`src/rtl/mips_pkg.sv`:
```
// rtl/mips_pkg.sv - MIPS-subset opcode, funct and ALU encodings shared by the decode stage
package mips_pkg;

  localparam logic [5:0] OP_RTYPE = 6'h00;
  localparam logic [5:0] OP_ADDI  = 6'h08;
  localparam logic [5:0] OP_SLTI  = 6'h0A;
  localparam logic [5:0] OP_ANDI  = 6'h0C;
  localparam logic [5:0] OP_ORI   = 6'h0D;
  localparam logic [5:0] OP_LUI   = 6'h0F;
  localparam logic [5:0] OP_LW    = 6'h23;
  localparam logic [5:0] OP_SW    = 6'h2B;

  localparam logic [5:0] FN_ADD = 6'h20;
  localparam logic [5:0] FN_SUB = 6'h22;
  localparam logic [5:0] FN_AND = 6'h24;
  localparam logic [5:0] FN_OR  = 6'h25;
  localparam logic [5:0] FN_NOR = 6'h27;
  localparam logic [5:0] FN_SLT = 6'h2A;

  typedef enum logic [3:0] {
    ALU_ADD = 4'd0,
    ALU_SUB = 4'd1,
    ALU_AND = 4'd2,
    ALU_OR  = 4'd3,
    ALU_SLT = 4'd4,
    ALU_NOR = 4'd5,
    ALU_LUI = 4'd6
  } alu_op_e;

  typedef struct packed {
    alu_op_e alu_op;
    logic    alu_src_imm;
    logic    reg_write;
    logic    mem_read;
    logic    mem_write;
    logic    illegal;
  } ctrl_t;

endpackage

```
`src/rtl/id_stage_if.sv`:
```
// rtl/id_stage_if.sv - ID/EX pipeline register bundle with valid/ready handshake
interface id_stage_if #(
  parameter int DATA_W   = 32,
  parameter int REG_AW   = 5,
  parameter int ALU_OP_W = 4
);
  logic                ex_valid;
  logic                ex_ready;
  logic [DATA_W-1:0]   ex_pc;
  logic [DATA_W-1:0]   ex_rs_data;
  logic [DATA_W-1:0]   ex_rt_data;
  logic [DATA_W-1:0]   ex_imm;
  logic [REG_AW-1:0]   ex_dest;
  logic [ALU_OP_W-1:0] ex_alu_op;
  logic                ex_alu_src_imm;
  logic                ex_reg_write;
  logic                ex_mem_read;
  logic                ex_mem_write;
  logic                ex_illegal;

  modport master (
    output ex_valid, ex_pc, ex_rs_data, ex_rt_data, ex_imm, ex_dest, ex_alu_op,
           ex_alu_src_imm, ex_reg_write, ex_mem_read, ex_mem_write, ex_illegal,
    input  ex_ready
  );

  modport slave (
    input  ex_valid, ex_pc, ex_rs_data, ex_rt_data, ex_imm, ex_dest, ex_alu_op,
           ex_alu_src_imm, ex_reg_write, ex_mem_read, ex_mem_write, ex_illegal,
    output ex_ready
  );
endinterface

```
`src/rtl/id_decoder.sv`:
```
// rtl/id_decoder.sv - combinational instruction decode: control, immediate, dest, source use
module id_decoder
  import mips_pkg::*;
#(
  parameter int DATA_W = 32,
  parameter int REG_AW = 5
) (
  input  logic [DATA_W-1:0] instr,
  output ctrl_t             ctrl,
  output logic [DATA_W-1:0] imm,
  output logic [REG_AW-1:0] dest,
  output logic              uses_rs,
  output logic              uses_rt
);
  logic [5:0]        opcode;
  logic [5:0]        funct;
  logic [DATA_W-1:0] imm_sext;
  logic [DATA_W-1:0] imm_zext;
  logic              unused_shamt;

  assign opcode       = instr[31:26];
  assign funct        = instr[5:0];
  assign imm_sext     = {{(DATA_W-16){instr[15]}}, instr[15:0]};
  assign imm_zext     = {{(DATA_W-16){1'b0}}, instr[15:0]};
  assign unused_shamt = ^instr[10:6];

  always_comb begin
    ctrl        = '0;
    ctrl.alu_op = ALU_ADD;
    imm         = imm_sext;
    dest        = instr[20:16];
    uses_rs     = 1'b0;
    uses_rt     = 1'b0;
    case (opcode)
      OP_RTYPE: begin
        dest           = instr[15:11];
        uses_rs        = 1'b1;
        uses_rt        = 1'b1;
        ctrl.reg_write = 1'b1;
        case (funct)
          FN_ADD:  ctrl.alu_op = ALU_ADD;
          FN_SUB:  ctrl.alu_op = ALU_SUB;
          FN_AND:  ctrl.alu_op = ALU_AND;
          FN_OR:   ctrl.alu_op = ALU_OR;
          FN_SLT:  ctrl.alu_op = ALU_SLT;
          FN_NOR:  ctrl.alu_op = ALU_NOR;
          default: begin
            ctrl.illegal   = 1'b1;
            ctrl.reg_write = 1'b0;
            uses_rs        = 1'b0;
            uses_rt        = 1'b0;
          end
        endcase
      end
      OP_ADDI, OP_SLTI, OP_ANDI, OP_ORI, OP_LW: begin
        uses_rs          = 1'b1;
        ctrl.alu_src_imm = 1'b1;
        ctrl.reg_write   = 1'b1;
        ctrl.mem_read    = (opcode == OP_LW);
        case (opcode)
          OP_SLTI: ctrl.alu_op = ALU_SLT;
          OP_ANDI: begin ctrl.alu_op = ALU_AND; imm = imm_zext; end
          OP_ORI:  begin ctrl.alu_op = ALU_OR;  imm = imm_zext; end
          default: ctrl.alu_op = ALU_ADD;
        endcase
      end
      OP_LUI: begin
        ctrl.alu_op      = ALU_LUI;
        ctrl.alu_src_imm = 1'b1;
        ctrl.reg_write   = 1'b1;
        imm              = {instr[15:0], {(DATA_W-16){1'b0}}};
      end
      OP_SW: begin
        uses_rs          = 1'b1;
        uses_rt          = 1'b1;
        ctrl.alu_src_imm = 1'b1;
        ctrl.mem_write   = 1'b1;
      end
      default: ctrl.illegal = 1'b1;
    endcase
    // Writes to $0 are discarded, so never advertise them downstream.
    if (dest == '0) ctrl.reg_write = 1'b0;
  end
endmodule

```
`src/rtl/id_stage.sv`:
```
// rtl/id_stage.sv - decode stage: rf addressing, writeback bypass, load-use hazard, ID/EX register
module id_stage
  import mips_pkg::*;
#(
  parameter int DATA_W   = 32,
  parameter int REG_AW   = 5,
  parameter int ALU_OP_W = 4
) (
  input  logic              clk,
  input  logic              rst_n,
  input  logic              if_valid,
  input  logic [DATA_W-1:0] if_instr,
  input  logic [DATA_W-1:0] if_pc,
  output logic              id_ready,
  input  logic              flush,
  output logic [REG_AW-1:0] rf_read_addr_1,
  output logic [REG_AW-1:0] rf_read_addr_2,
  input  logic [DATA_W-1:0] rf_read_data_1,
  input  logic [DATA_W-1:0] rf_read_data_2,
  input  logic              wb_write_en,
  input  logic [REG_AW-1:0] wb_write_dest,
  input  logic [DATA_W-1:0] wb_write_data,
  id_stage_if.master        ex
);
  ctrl_t             dec_ctrl;
  logic [DATA_W-1:0] dec_imm;
  logic [REG_AW-1:0] dec_dest;
  logic              dec_uses_rs;
  logic              dec_uses_rt;
  logic [DATA_W-1:0] rs_data;
  logic [DATA_W-1:0] rt_data;
  logic              adv;
  logic              hz;

  logic              ex_valid_q,   ex_valid_d;
  logic [DATA_W-1:0] ex_pc_q,      ex_pc_d;
  logic [DATA_W-1:0] ex_rs_data_q, ex_rs_data_d;
  logic [DATA_W-1:0] ex_rt_data_q, ex_rt_data_d;
  logic [DATA_W-1:0] ex_imm_q,     ex_imm_d;
  logic [REG_AW-1:0] ex_dest_q,    ex_dest_d;
  ctrl_t             ex_ctrl_q,    ex_ctrl_d;

  id_decoder #(.DATA_W(DATA_W), .REG_AW(REG_AW)) u_dec (
    .instr   (if_instr),
    .ctrl    (dec_ctrl),
    .imm     (dec_imm),
    .dest    (dec_dest),
    .uses_rs (dec_uses_rs),
    .uses_rt (dec_uses_rt)
  );

  assign rf_read_addr_1 = if_instr[25:21];
  assign rf_read_addr_2 = if_instr[20:16];

  // The register file writes at the same edge we sample, so forward the writeback value.
  function automatic logic [DATA_W-1:0] bypass(input logic [REG_AW-1:0] addr,
                                               input logic [DATA_W-1:0] rf_data);
    if (addr == '0)                                            return '0;
    else if (wb_write_en && wb_write_dest != '0 && wb_write_dest == addr) return wb_write_data;
    else                                                       return rf_data;
  endfunction

  assign rs_data = bypass(rf_read_addr_1, rf_read_data_1);
  assign rt_data = bypass(rf_read_addr_2, rf_read_data_2);

  assign adv = !ex_valid_q || ex.ex_ready;
  assign hz  = if_valid && ex_valid_q && ex_ctrl_q.mem_read && ex_dest_q != '0 &&
               ((dec_uses_rs && ex_dest_q == rf_read_addr_1) ||
                (dec_uses_rt && ex_dest_q == rf_read_addr_2));
  assign id_ready = flush || (adv && !hz);

  always_comb begin
    ex_valid_d   = ex_valid_q;
    ex_pc_d      = ex_pc_q;
    ex_rs_data_d = ex_rs_data_q;
    ex_rt_data_d = ex_rt_data_q;
    ex_imm_d     = ex_imm_q;
    ex_dest_d    = ex_dest_q;
    ex_ctrl_d    = ex_ctrl_q;
    if (flush) begin
      ex_valid_d = 1'b0;
    end else if (adv && hz) begin
      ex_valid_d = 1'b0;
    end else if (adv && if_valid) begin
      ex_valid_d   = 1'b1;
      ex_pc_d      = if_pc;
      ex_rs_data_d = rs_data;
      ex_rt_data_d = rt_data;
      ex_imm_d     = dec_imm;
      ex_dest_d    = dec_dest;
      ex_ctrl_d    = dec_ctrl;
    end else if (adv) begin
      ex_valid_d = 1'b0;
    end
  end

  always_ff @(posedge clk or negedge rst_n) begin
    if (!rst_n) begin
      ex_valid_q   <= 1'b0;
      ex_pc_q      <= '0;
      ex_rs_data_q <= '0;
      ex_rt_data_q <= '0;
      ex_imm_q     <= '0;
      ex_dest_q    <= '0;
      ex_ctrl_q    <= '0;
    end else begin
      ex_valid_q   <= ex_valid_d;
      ex_pc_q      <= ex_pc_d;
      ex_rs_data_q <= ex_rs_data_d;
      ex_rt_data_q <= ex_rt_data_d;
      ex_imm_q     <= ex_imm_d;
      ex_dest_q    <= ex_dest_d;
      ex_ctrl_q    <= ex_ctrl_d;
    end
  end

  assign ex.ex_valid       = ex_valid_q;
  assign ex.ex_pc          = ex_pc_q;
  assign ex.ex_rs_data     = ex_rs_data_q;
  assign ex.ex_rt_data     = ex_rt_data_q;
  assign ex.ex_imm         = ex_imm_q;
  assign ex.ex_dest        = ex_dest_q;
  assign ex.ex_alu_op      = ALU_OP_W'(ex_ctrl_q.alu_op);
  assign ex.ex_alu_src_imm = ex_ctrl_q.alu_src_imm;
  assign ex.ex_reg_write   = ex_ctrl_q.reg_write;
  assign ex.ex_mem_read    = ex_ctrl_q.mem_read;
  assign ex.ex_mem_write   = ex_ctrl_q.mem_write;
  assign ex.ex_illegal     = ex_ctrl_q.illegal;
endmodule

```
`src/flat_wrapper.sv`:
```
// flat-port wrapper written by rule: the top's interface ports become plain ports
module id_stage_flat import mips_pkg::*;
#(
  parameter int DATA_W   = 32,
  parameter int REG_AW   = 5,
  parameter int ALU_OP_W = 4
)
  (clk, rst_n, if_valid, if_instr, if_pc, id_ready, flush, rf_read_addr_1, rf_read_addr_2, rf_read_data_1, rf_read_data_2, wb_write_en, wb_write_dest, wb_write_data, ex_ex_valid, ex_ex_pc, ex_ex_rs_data, ex_ex_rt_data, ex_ex_imm, ex_ex_dest, ex_ex_alu_op, ex_ex_alu_src_imm, ex_ex_reg_write, ex_ex_mem_read, ex_ex_mem_write, ex_ex_illegal, ex_ex_ready);
  id_stage_if #(.DATA_W(DATA_W), .REG_AW(REG_AW), .ALU_OP_W(ALU_OP_W)) ex_i ();
  input  logic clk;
  input  logic rst_n;
  input  logic if_valid;
  input  logic [DATA_W-1:0] if_instr;
  input  logic [DATA_W-1:0] if_pc;
  output logic id_ready;
  input  logic flush;
  output logic [REG_AW-1:0] rf_read_addr_1;
  output logic [REG_AW-1:0] rf_read_addr_2;
  input  logic [DATA_W-1:0] rf_read_data_1;
  input  logic [DATA_W-1:0] rf_read_data_2;
  input  logic wb_write_en;
  input  logic [REG_AW-1:0] wb_write_dest;
  input  logic [DATA_W-1:0] wb_write_data;
  output wire logic [$bits(ex_i.ex_valid)-1:0] ex_ex_valid;
  output wire logic [$bits(ex_i.ex_pc)-1:0] ex_ex_pc;
  output wire logic [$bits(ex_i.ex_rs_data)-1:0] ex_ex_rs_data;
  output wire logic [$bits(ex_i.ex_rt_data)-1:0] ex_ex_rt_data;
  output wire logic [$bits(ex_i.ex_imm)-1:0] ex_ex_imm;
  output wire logic [$bits(ex_i.ex_dest)-1:0] ex_ex_dest;
  output wire logic [$bits(ex_i.ex_alu_op)-1:0] ex_ex_alu_op;
  output wire logic [$bits(ex_i.ex_alu_src_imm)-1:0] ex_ex_alu_src_imm;
  output wire logic [$bits(ex_i.ex_reg_write)-1:0] ex_ex_reg_write;
  output wire logic [$bits(ex_i.ex_mem_read)-1:0] ex_ex_mem_read;
  output wire logic [$bits(ex_i.ex_mem_write)-1:0] ex_ex_mem_write;
  output wire logic [$bits(ex_i.ex_illegal)-1:0] ex_ex_illegal;
  input wire logic [$bits(ex_i.ex_ready)-1:0] ex_ex_ready;
  assign ex_ex_valid = ex_i.ex_valid;
  assign ex_ex_pc = ex_i.ex_pc;
  assign ex_ex_rs_data = ex_i.ex_rs_data;
  assign ex_ex_rt_data = ex_i.ex_rt_data;
  assign ex_ex_imm = ex_i.ex_imm;
  assign ex_ex_dest = ex_i.ex_dest;
  assign ex_ex_alu_op = ex_i.ex_alu_op;
  assign ex_ex_alu_src_imm = ex_i.ex_alu_src_imm;
  assign ex_ex_reg_write = ex_i.ex_reg_write;
  assign ex_ex_mem_read = ex_i.ex_mem_read;
  assign ex_ex_mem_write = ex_i.ex_mem_write;
  assign ex_ex_illegal = ex_i.ex_illegal;
  assign ex_i.ex_ready = ex_ex_ready;
  id_stage #(.DATA_W(DATA_W), .REG_AW(REG_AW), .ALU_OP_W(ALU_OP_W)) u_core (.clk(clk), .rst_n(rst_n), .if_valid(if_valid), .if_instr(if_instr), .if_pc(if_pc), .id_ready(id_ready), .flush(flush), .rf_read_addr_1(rf_read_addr_1), .rf_read_addr_2(rf_read_addr_2), .rf_read_data_1(rf_read_data_1), .rf_read_data_2(rf_read_data_2), .wb_write_en(wb_write_en), .wb_write_dest(wb_write_dest), .wb_write_data(wb_write_data), .ex(ex_i));
endmodule
```
`config.mk`:
```
export PLATFORM = sky130hd
export DESIGN_NAME = id_stage_flat
export DESIGN_NICKNAME = d
export VERILOG_FILES = /design/src/rtl/mips_pkg.sv /design/src/rtl/id_stage_if.sv /design/src/rtl/id_decoder.sv /design/src/rtl/id_stage.sv /design/src/flat_wrapper.sv
export SDC_FILE = /design/constraint.sdc
export NUM_CORES = 1
export LEC_CHECK = 0
export BUFFER_PORTS_ARGS = -buffer_cell sky130_fd_sc_hd__buf_4
export CAP_MARGIN = 10
export CORE_ASPECT_RATIO = 1.75
export CORE_MARGIN = 2
export CORE_UTILIZATION = 45
export CTS_CLUSTER_DIAMETER = 150
export CTS_CLUSTER_SIZE = 24
export DETAILED_ROUTE_END_ITERATION = 6
export PLACE_DENSITY = 0.76
export SLEW_MARGIN = 30
export SYNTH_ARGS = -nofsm -noshare
export SYNTH_HDL_FRONTEND = slang
export SYNTH_SLANG_ARGS = --single-unit
```
`constraint.sdc`:
```
create_clock -name clk -period 2.5 [get_ports clk]
set_input_delay 0.125 -clock clk [delete_from_list [all_inputs] [get_ports clk]]
set_output_delay 0.125 -clock clk [all_outputs]
set_load 0.01 [all_outputs]
```
==> results of run 1 <==
==> synthesized netlist by cell type, drive strengths merged <==
library cell  count
xor2              8
nand3b            2
xnor2            13
nor3              6
a21oi            20
nand3             6
dfrtp           142
a211oi            2
o21a              1
nor4b             1
a31oi             1
buf              35
o32ai             1
or3               2
o22ai             2
o21bai            1
or4               5
nand4b            1
nor4              4
o2111ai           2
and3              3
o21ai             2
a41oi             1
clkbuf           10
or4b              1
or3b              1
nand2            26
nor2b             2
conb              1
inv              35
nand2b            2
mux2            114
nor2             72
mux2i            96
==> critical path: stages, from the launching register on <==
cell       delay (ps)
dfrtp_1           450
or4_1             590
o2111ai_1         250
nor2b_1           270
a21oi_4            70
buf_12            170
buf_12            150
mux2_1            340
==> report_power, final <==
group | internal (mW) | switching (mW) | total [mW]
clock network | 1.49 | 1.04 | 2.53
registers | 2.67 | 0.229 | 2.90
logic | 1.10 | 0.881 | 1.99
total | 5.27 | 2.15 | 7.42
==> layer usage <==
layer | part of all wire, % | global-route usage (%)
met1 | 35 | 27.9
met5 | 0 | 0
met2 | 54 | 47.1
met3 | 6.1 | 6.02
met4 | 4.2 | 12.6
==> timing repair <==
item | in CTS | in global routing
gates resized for setup | 0 | 4
buffers inserted | 0 | 1
endpoints found under the hold margin | 133 | 0
endpoints found under the setup margin | 0 | 94
hold buffers | 48 | 0
==> metrics by stage <==
stage | instance area (um^2) | hold WS [ps]
floorplan | 7260 | -171
global placement | 9920 | 258
detailed placement | 9920 | 257
CTS | 11000 | 4.78
global route | 11000 | 11.2
finish | 11000 | 25.1
==> layout make-up <==
| class | instances | area share, % |
|---|---|---|
| Clock buffer | 18 | 3.89 |
| Clock inverter | 14 | 1.44 |
| Inverter | 35 | 1.19 |
| Multi-Input combinational cell | 399 | 29.9 |
| Sequential cell | 142 | 32.2 |
| Tap cell | 189 | 2.14 |
| Timing Repair Buffer | 396 | 29.2 |
==> state kept, by name, summed over array words and instances (netlist names) <==
register                  cells
u_core.ex.ex_rs_data         32
u_core.ex.ex_valid            1
u_core.ex.ex_imm             32
u_core.ex.ex_dest             5
u_core.ex.ex_alu_op           3
u_core.ex.ex_rt_data         32
u_core.ex.ex_mem_read         1
u_core.ex.ex_mem_write        1
u_core.ex.ex_reg_write        1
u_core.ex.ex_illegal          1
u_core.ex.ex_alu_src_imm      1
u_core.ex.ex_pc              32
==> kinds of logic after synthesis <==
group / synth area share [%]
simple gates: 8.56
flops: 48.9
mux: 30.9
compound gates: 2.72
xor+xnor: 2.53
other cells: 0.0516
buf+inv: 6.27
==> how the worst max path moves through the flow <==
stage,cells past startpoint,startpoint,slack [ps],to
CTS,8,u_core.ex.ex_dest[3],50,u_core.ex.ex_reg_write
detailed placement,8,wb_write_dest[0],60,u_core.ex.ex_rs_data[10]
global placement,9,u_core.ex.ex_dest[4],80,u_core.ex.ex_dest[0]
finish,7,u_core.ex.ex_dest[2],70,u_core.ex.ex_pc[26]
global route,8,u_core.ex.ex_dest[4],-3,u_core.ex.ex_rt_data[20]
floorplan,7,u_core.ex.ex_dest[1],320,u_core.ex.ex_rs_data[18]
==> results.md, run 1 <==
- Final Wtd Congestion: 0.803
- Worst Hold Depth: 3
- Relative slew slack: between 30% and 40%
- Vias in the first global route: 6492
- Final hold vios: 0
- Via count: 6236
- CTS tree: done
- Worst Skew: 18.3 ps
- Hold path start: if_instr[1]
- Tcrit/Tclk final: 97.1%
- Drt total wl: 22.7 mm
- Ports: 325
- Req. time, crit path: 2780 ps
- Inserted Clock Buffers: 17
- Slew @ Worst Pin: 918 ps
- Ys Warns: 0
- R2R depth: 7
- Post-layout util: around 70%
- Total die area: about 0.017 mm^2
- Total Power: around 7.4 mW
- RR Endpoint: u_core.ex.ex_pc[26]
- Port buffer count: 323
- First-pass GRT wire length: 34.1 mm
- Total global-route track usage: 25.9%
- Post-Syn Area: 0.00726 mm^2
- Critical path class: flop to flop
- Seq cells post-synth: 142
- Post-Place Worst Slack: 63.1 ps
- Root Buffer: clkbuf_16
- Post-synth net total: 792
- CP arrival: 2710 ps
- Clock sink count: 142
- Status: completed
- Total grt overflow: 0
- Commonest cells after routing, fill and taps aside: 336 x buf_4, 141 x dfrtp_1, 96 x mux2i_1
- Reg2reg setup slack: 70 ps
- Final setup fails: 0
- H-tree depth: 4
- Fin. max-slew vios: 0
- Proportion of layout cells with a drive suffix above 1: 44.5%
- Syn_area_per_cell: 11.7 um^2
- Dpl cells: around 1100
- Netlist cell types: 43
- Initial antenna violation count: 0
- Die X: 100 um
- Yosys top cell by area: dfrtp_1
- Synth top area share: 48.9%
- Clock slew at reported path FFs: 60 ps
- CORE AREA: 0.0159 mm^2
- WL/cell: 19.0 um
- Area contributors post-synth: dfrtp_1 49%, mux2i_1 13%, mux2_1 9.0%
- Startpoint Class: flop
- ANT nets after route: 0
- Achievable Freq: approximately 400 MHz
- DR iter-0 viols: 203
- Clock latency at the later pin of the worst-skew pair: around 420 ps
- Reg2reg start: u_core.ex.ex_dest[2]
- Crit path time final: 2430 ps
- TNS Setup: 0 ps
- Area Growth Syn to Fin: 51.9%
- Chip height: 172 um
- Number of diodes: 0
- Vias/cell: ~5.2
- Filler Cell Count: 1184
- Starting Density: 45.7%
- Final non-filler cell total: 1193
- Critical Path Sink Type: flop
- Commonest non-fill, non-tap cell in the layout: buf_4
- Sequential fraction of the synthesis area: 48.9%
- CP Max Fanout: 11
- Drt drc: 0
- Pin count of the biggest net entering global routing: 88
- First-pass DRT Iterations: 5
- Worst Hold Path EP: u_core.ex.ex_imm[1]
- Clk buf depth: 2
- Hold Crit Class: input port to flop
- Nets: 1162
- Final worst slack: approximately 74 ps
- P_leak: 5.31 nW
- Pwr dens: about 670 mW/mm^2
- Max Cap Viol: 0
- Storage cell area: around 0.0036 mm^2
- Peak supply drop: 419 uV
- Final HPWL DP: roughly 16 mm
- Row count: 61
- Post-Synthesis Cells: 621
- Area of the multi-input gates: roughly 0.0033 mm^2
Note: power is estimated with default switching activity, not from simulation.
==> run 2: changes to the inputs <==
- ABC_AREA: unset -> 1
- PLACE_DENSITY: 0.76 -> 0.74
==> run 2 against run 1 <==
Against the previous run: total power rose by 0.51%; highest routed layer unchanged; largest cell class is now multi-input combinational cells; sequential power fell by 1%; critical path depth rose by 5; largest power group unchanged; via count rose by 48%; flip-flop and latch count did not move; synthesized cell count rose by 96%.
==> results.md, run 2 <==
- Final HPWL DP: 21.0 mm
- Final hold vios: 0
- H-tree depth: 4
- Commonest non-fill, non-tap cell in the layout: nand2_1
- Simple-gate share of the synthesized area: 43.9%
- Relative slew slack: 49.2%
- Largest family of logic cells by synthesized area: simple AND/OR/NAND/NOR gates
- CTS tree: done
- Ys Warns: 0
- DR iter-0 viols: between 600 and 700
- Clock latency at the later pin of the worst-skew pair: 410 ps
- Reg2reg start: u_core.ex.ex_dest[0]
- Initial antenna violation count: 0
- Total grt overflow: 0
- Peak supply drop: 392 uV
- Slew @ Worst Pin: 762 ps
- Drt total wl: 30.0 mm
- Tcrit/Tclk final: around nine tenths
- CP Max Fanout: 24
- Netlist cell types: 27
- Area Growth Syn to Fin: 43.4%
- RSZ-0062 raised after global routing: no
- Fin area: 0.0118 mm^2
- Die X: between 100 and 150 um
- R2R depth: 13
- Achievable Freq: 449 MHz
- Req. time, crit path: 2380 ps
- Total die area: 0.0195 mm^2
- First-pass GRT wire length: 46.9 mm
- CP arrival: 2100 ps
- Chip height: 183 um
- Inserted Clock Buffers: 17
- Number of diodes: 0
- Total global-route track usage: 30.7%
- Commonest cells after routing, fill and taps aside: 482 x nand2_1, 341 x buf_4, 168 x nor2_1
- Area contributors post-synth: dfrtp_1 43%, nand2_1 22%, nand4_1 11%
- Worst Skew: 10.9 ps
- Primary FF master, synth: dfrtp_1
- Vias/cell: 5.22
- Post-synth net total: about 1400
- WL/cell: roughly 17 um
- Yosys top cell by area: dfrtp_1
- Pin count of the biggest net entering global routing: between 100 and 150
- Post-Synthesis Cells: 1217
- Critical Path Sink Type: output port
- Most used standard cell by instance count after synthesis: nand2_1
- Final Wtd Congestion: 0.926
- Vias in the first global route: ~9000
- Reg2reg setup slack: 400 ps
- Post-synth EDFFs: 0
- Synth Area in Compound Gates: less than 1%
- Crit path time final: around 2200 ps
- Post-placement cell area: 0.0108 mm^2
- Startpoint Class: flop
- Sequential fraction of the synthesis area: 43.1%
- Clock slew at reported path FFs: about 70 ps
- Starting Density: 45.8%
- Critical path class: flop to output port
- Filler Cell Count: 1638
- Ports: 325
- Root Buffer: clkbuf_16
- Seq cells post-synth: approximately 140
- ANT nets after route: 0
- First-pass DRT Iterations: 7
- Worst Hold Path EP: u_core.ex.ex_imm[6]
- Status: completed
- RR Endpoint: u_core.ex.ex_pc[23]
- Synth top area share: 43.1%
- Syn_area_per_cell: 6.77 um^2
- Synth Area in Adders: 0%
- Commonest cells post-synth: 483 x nand2_1, 169 x nor2_1, 146 x nand4_1, 142 x dfrtp_1, 113 x inv_1
- Post-synthesis async set-or-reset flop share: 100%
- Pwr dens: 631 mW/mm^2
- Port buffer count: roughly 320
- CORE AREA: 0.0180 mm^2
- Mux cell area share after synthesis: 0%
- Nets: 1698
- Max Cap Viol: 0
- Clock sink count: 142
- P_leak: 7.02 nW
- Worst Hold Depth: 5
- Post-Syn Area: just over 0.008 mm^2
- Fin. max-slew vios: 0
- Post-layout util: 65.8%
- Hold path start: if_instr[6]
- Proportion of layout cells with a drive suffix above 1: 26.0%
- Row count: 65
- TNS Setup: 0 ps
- Drt drc: 0
- XOR/XNOR Fraction of Synth Area: 1.06%
- Final hold slack: slightly above 60 ps
- Via count: 9259
- Final setup fails: 0
- Clk buf depth: 2
- Hold Crit Class: input port to flop
## run 2: cell types whose count changed in the layout (fill, tap and decap cells not counted), sizes merged, moves of 14 or more
cell	delta
nand2	+458
nand4	+146
mux2	-114
nor2	+102
mux2i	-96
inv	+83
nand3	+28
a21oi	-18
dlygate4sd3	-14
## run 2: final cells by class
| class | instances | area (um^2) | area share [%] |
|---|---|---|---|
| multi-input cells | 865 | 3820 | 32.3 |
| flip-flops and latches | 142 | 3560 | 30.1 |
| repair buffers | 385 | 3100 | 26.2 |
| well taps | 234 | 293 | 2.48 |
| clock buffers | 19 | 443 | 3.75 |
| clock inverters | 13 | 178 | 1.50 |
| inverters | 116 | 435 | 3.68 |
## run 2: routing by layer
metal / routed length [um] / vias up / part of all wire (%) / track usage [%]
met5: 0 / - / 0 / 0
met1: 10500 / 4312 / 35 / 34.8
li1: - / 4448 / - / -
met4: 1670 / 0 / 5.6 / 15.8
met3: 2190 / 85 / 7.3 / 5.12
met2: 15600 / 414 / 52 / 54.7
## run 2: power breakdown
| group | switching [mW] | leakage (nW) | internal [mW] | total, mW |
|---|---|---|---|---|
| combinational | 0.995 | 4.96 | 0.909 | 1.90 |
| clock | 1.07 | 0.298 | 1.63 | 2.70 |
| sequential | 0.219 | 1.77 | 2.64 | 2.86 |
| total | 2.28 | 7.02 | 5.18 | 7.46 |
## run 2: worst max path at each step
stage	endpoint	start	slack (ps)	cells past startpoint
after floorplan	u_core.ex.ex_valid	u_core.ex.ex_dest[3]	850	11
final	id_ready	u_core.ex.ex_dest[0]	280	12
after CTS	id_ready	u_core.ex.ex_dest[0]	80	10
after global placement	u_core.ex.ex_illegal	u_core.ex.ex_dest[0]	370	13
after global routing	id_ready	u_core.ex.ex_dest[0]	100	12
after detailed placement	u_core.ex.ex_imm[0]	u_core.ex.ex_dest[0]	340	13
## run 2: cells by family after synthesis
group / after synthesis
simple gates: 844
buf+inv: 210
flops: 142
compound gates: 10
xor+xnor: 10
other cells: 1
## run 2: what timing repair did
action	4_1_cts	5_1_grt
buffers inserted	0	3
setup endpoints to repair	0	1
hold endpoints to repair	97	0
resized for setup	0	4
hold buffers	34	0
## run 2: per-stage QoR
stage	setup slack (ps)	instances	total power, mW
floorplan	849	1217	3.66
global placement	370	1704	4.72
detailed placement	344	1704	4.75
CTS	76.7	1770	7.49
global route	101	1774	7.82
finish	275	1774	7.46
## run 2: worst max-delay path, cell delays in order, from the launching register on
cell	delay, ps
dfrtp_2	410
inv_1	90
nand2_1	60
nand2_1	50
nor2_1	110
nand3_1	120
nor2_1	110
nor2_1	50
nand2_1	100
nand2_4	90
buf_16	180
a21o_1	160
buf_4	130
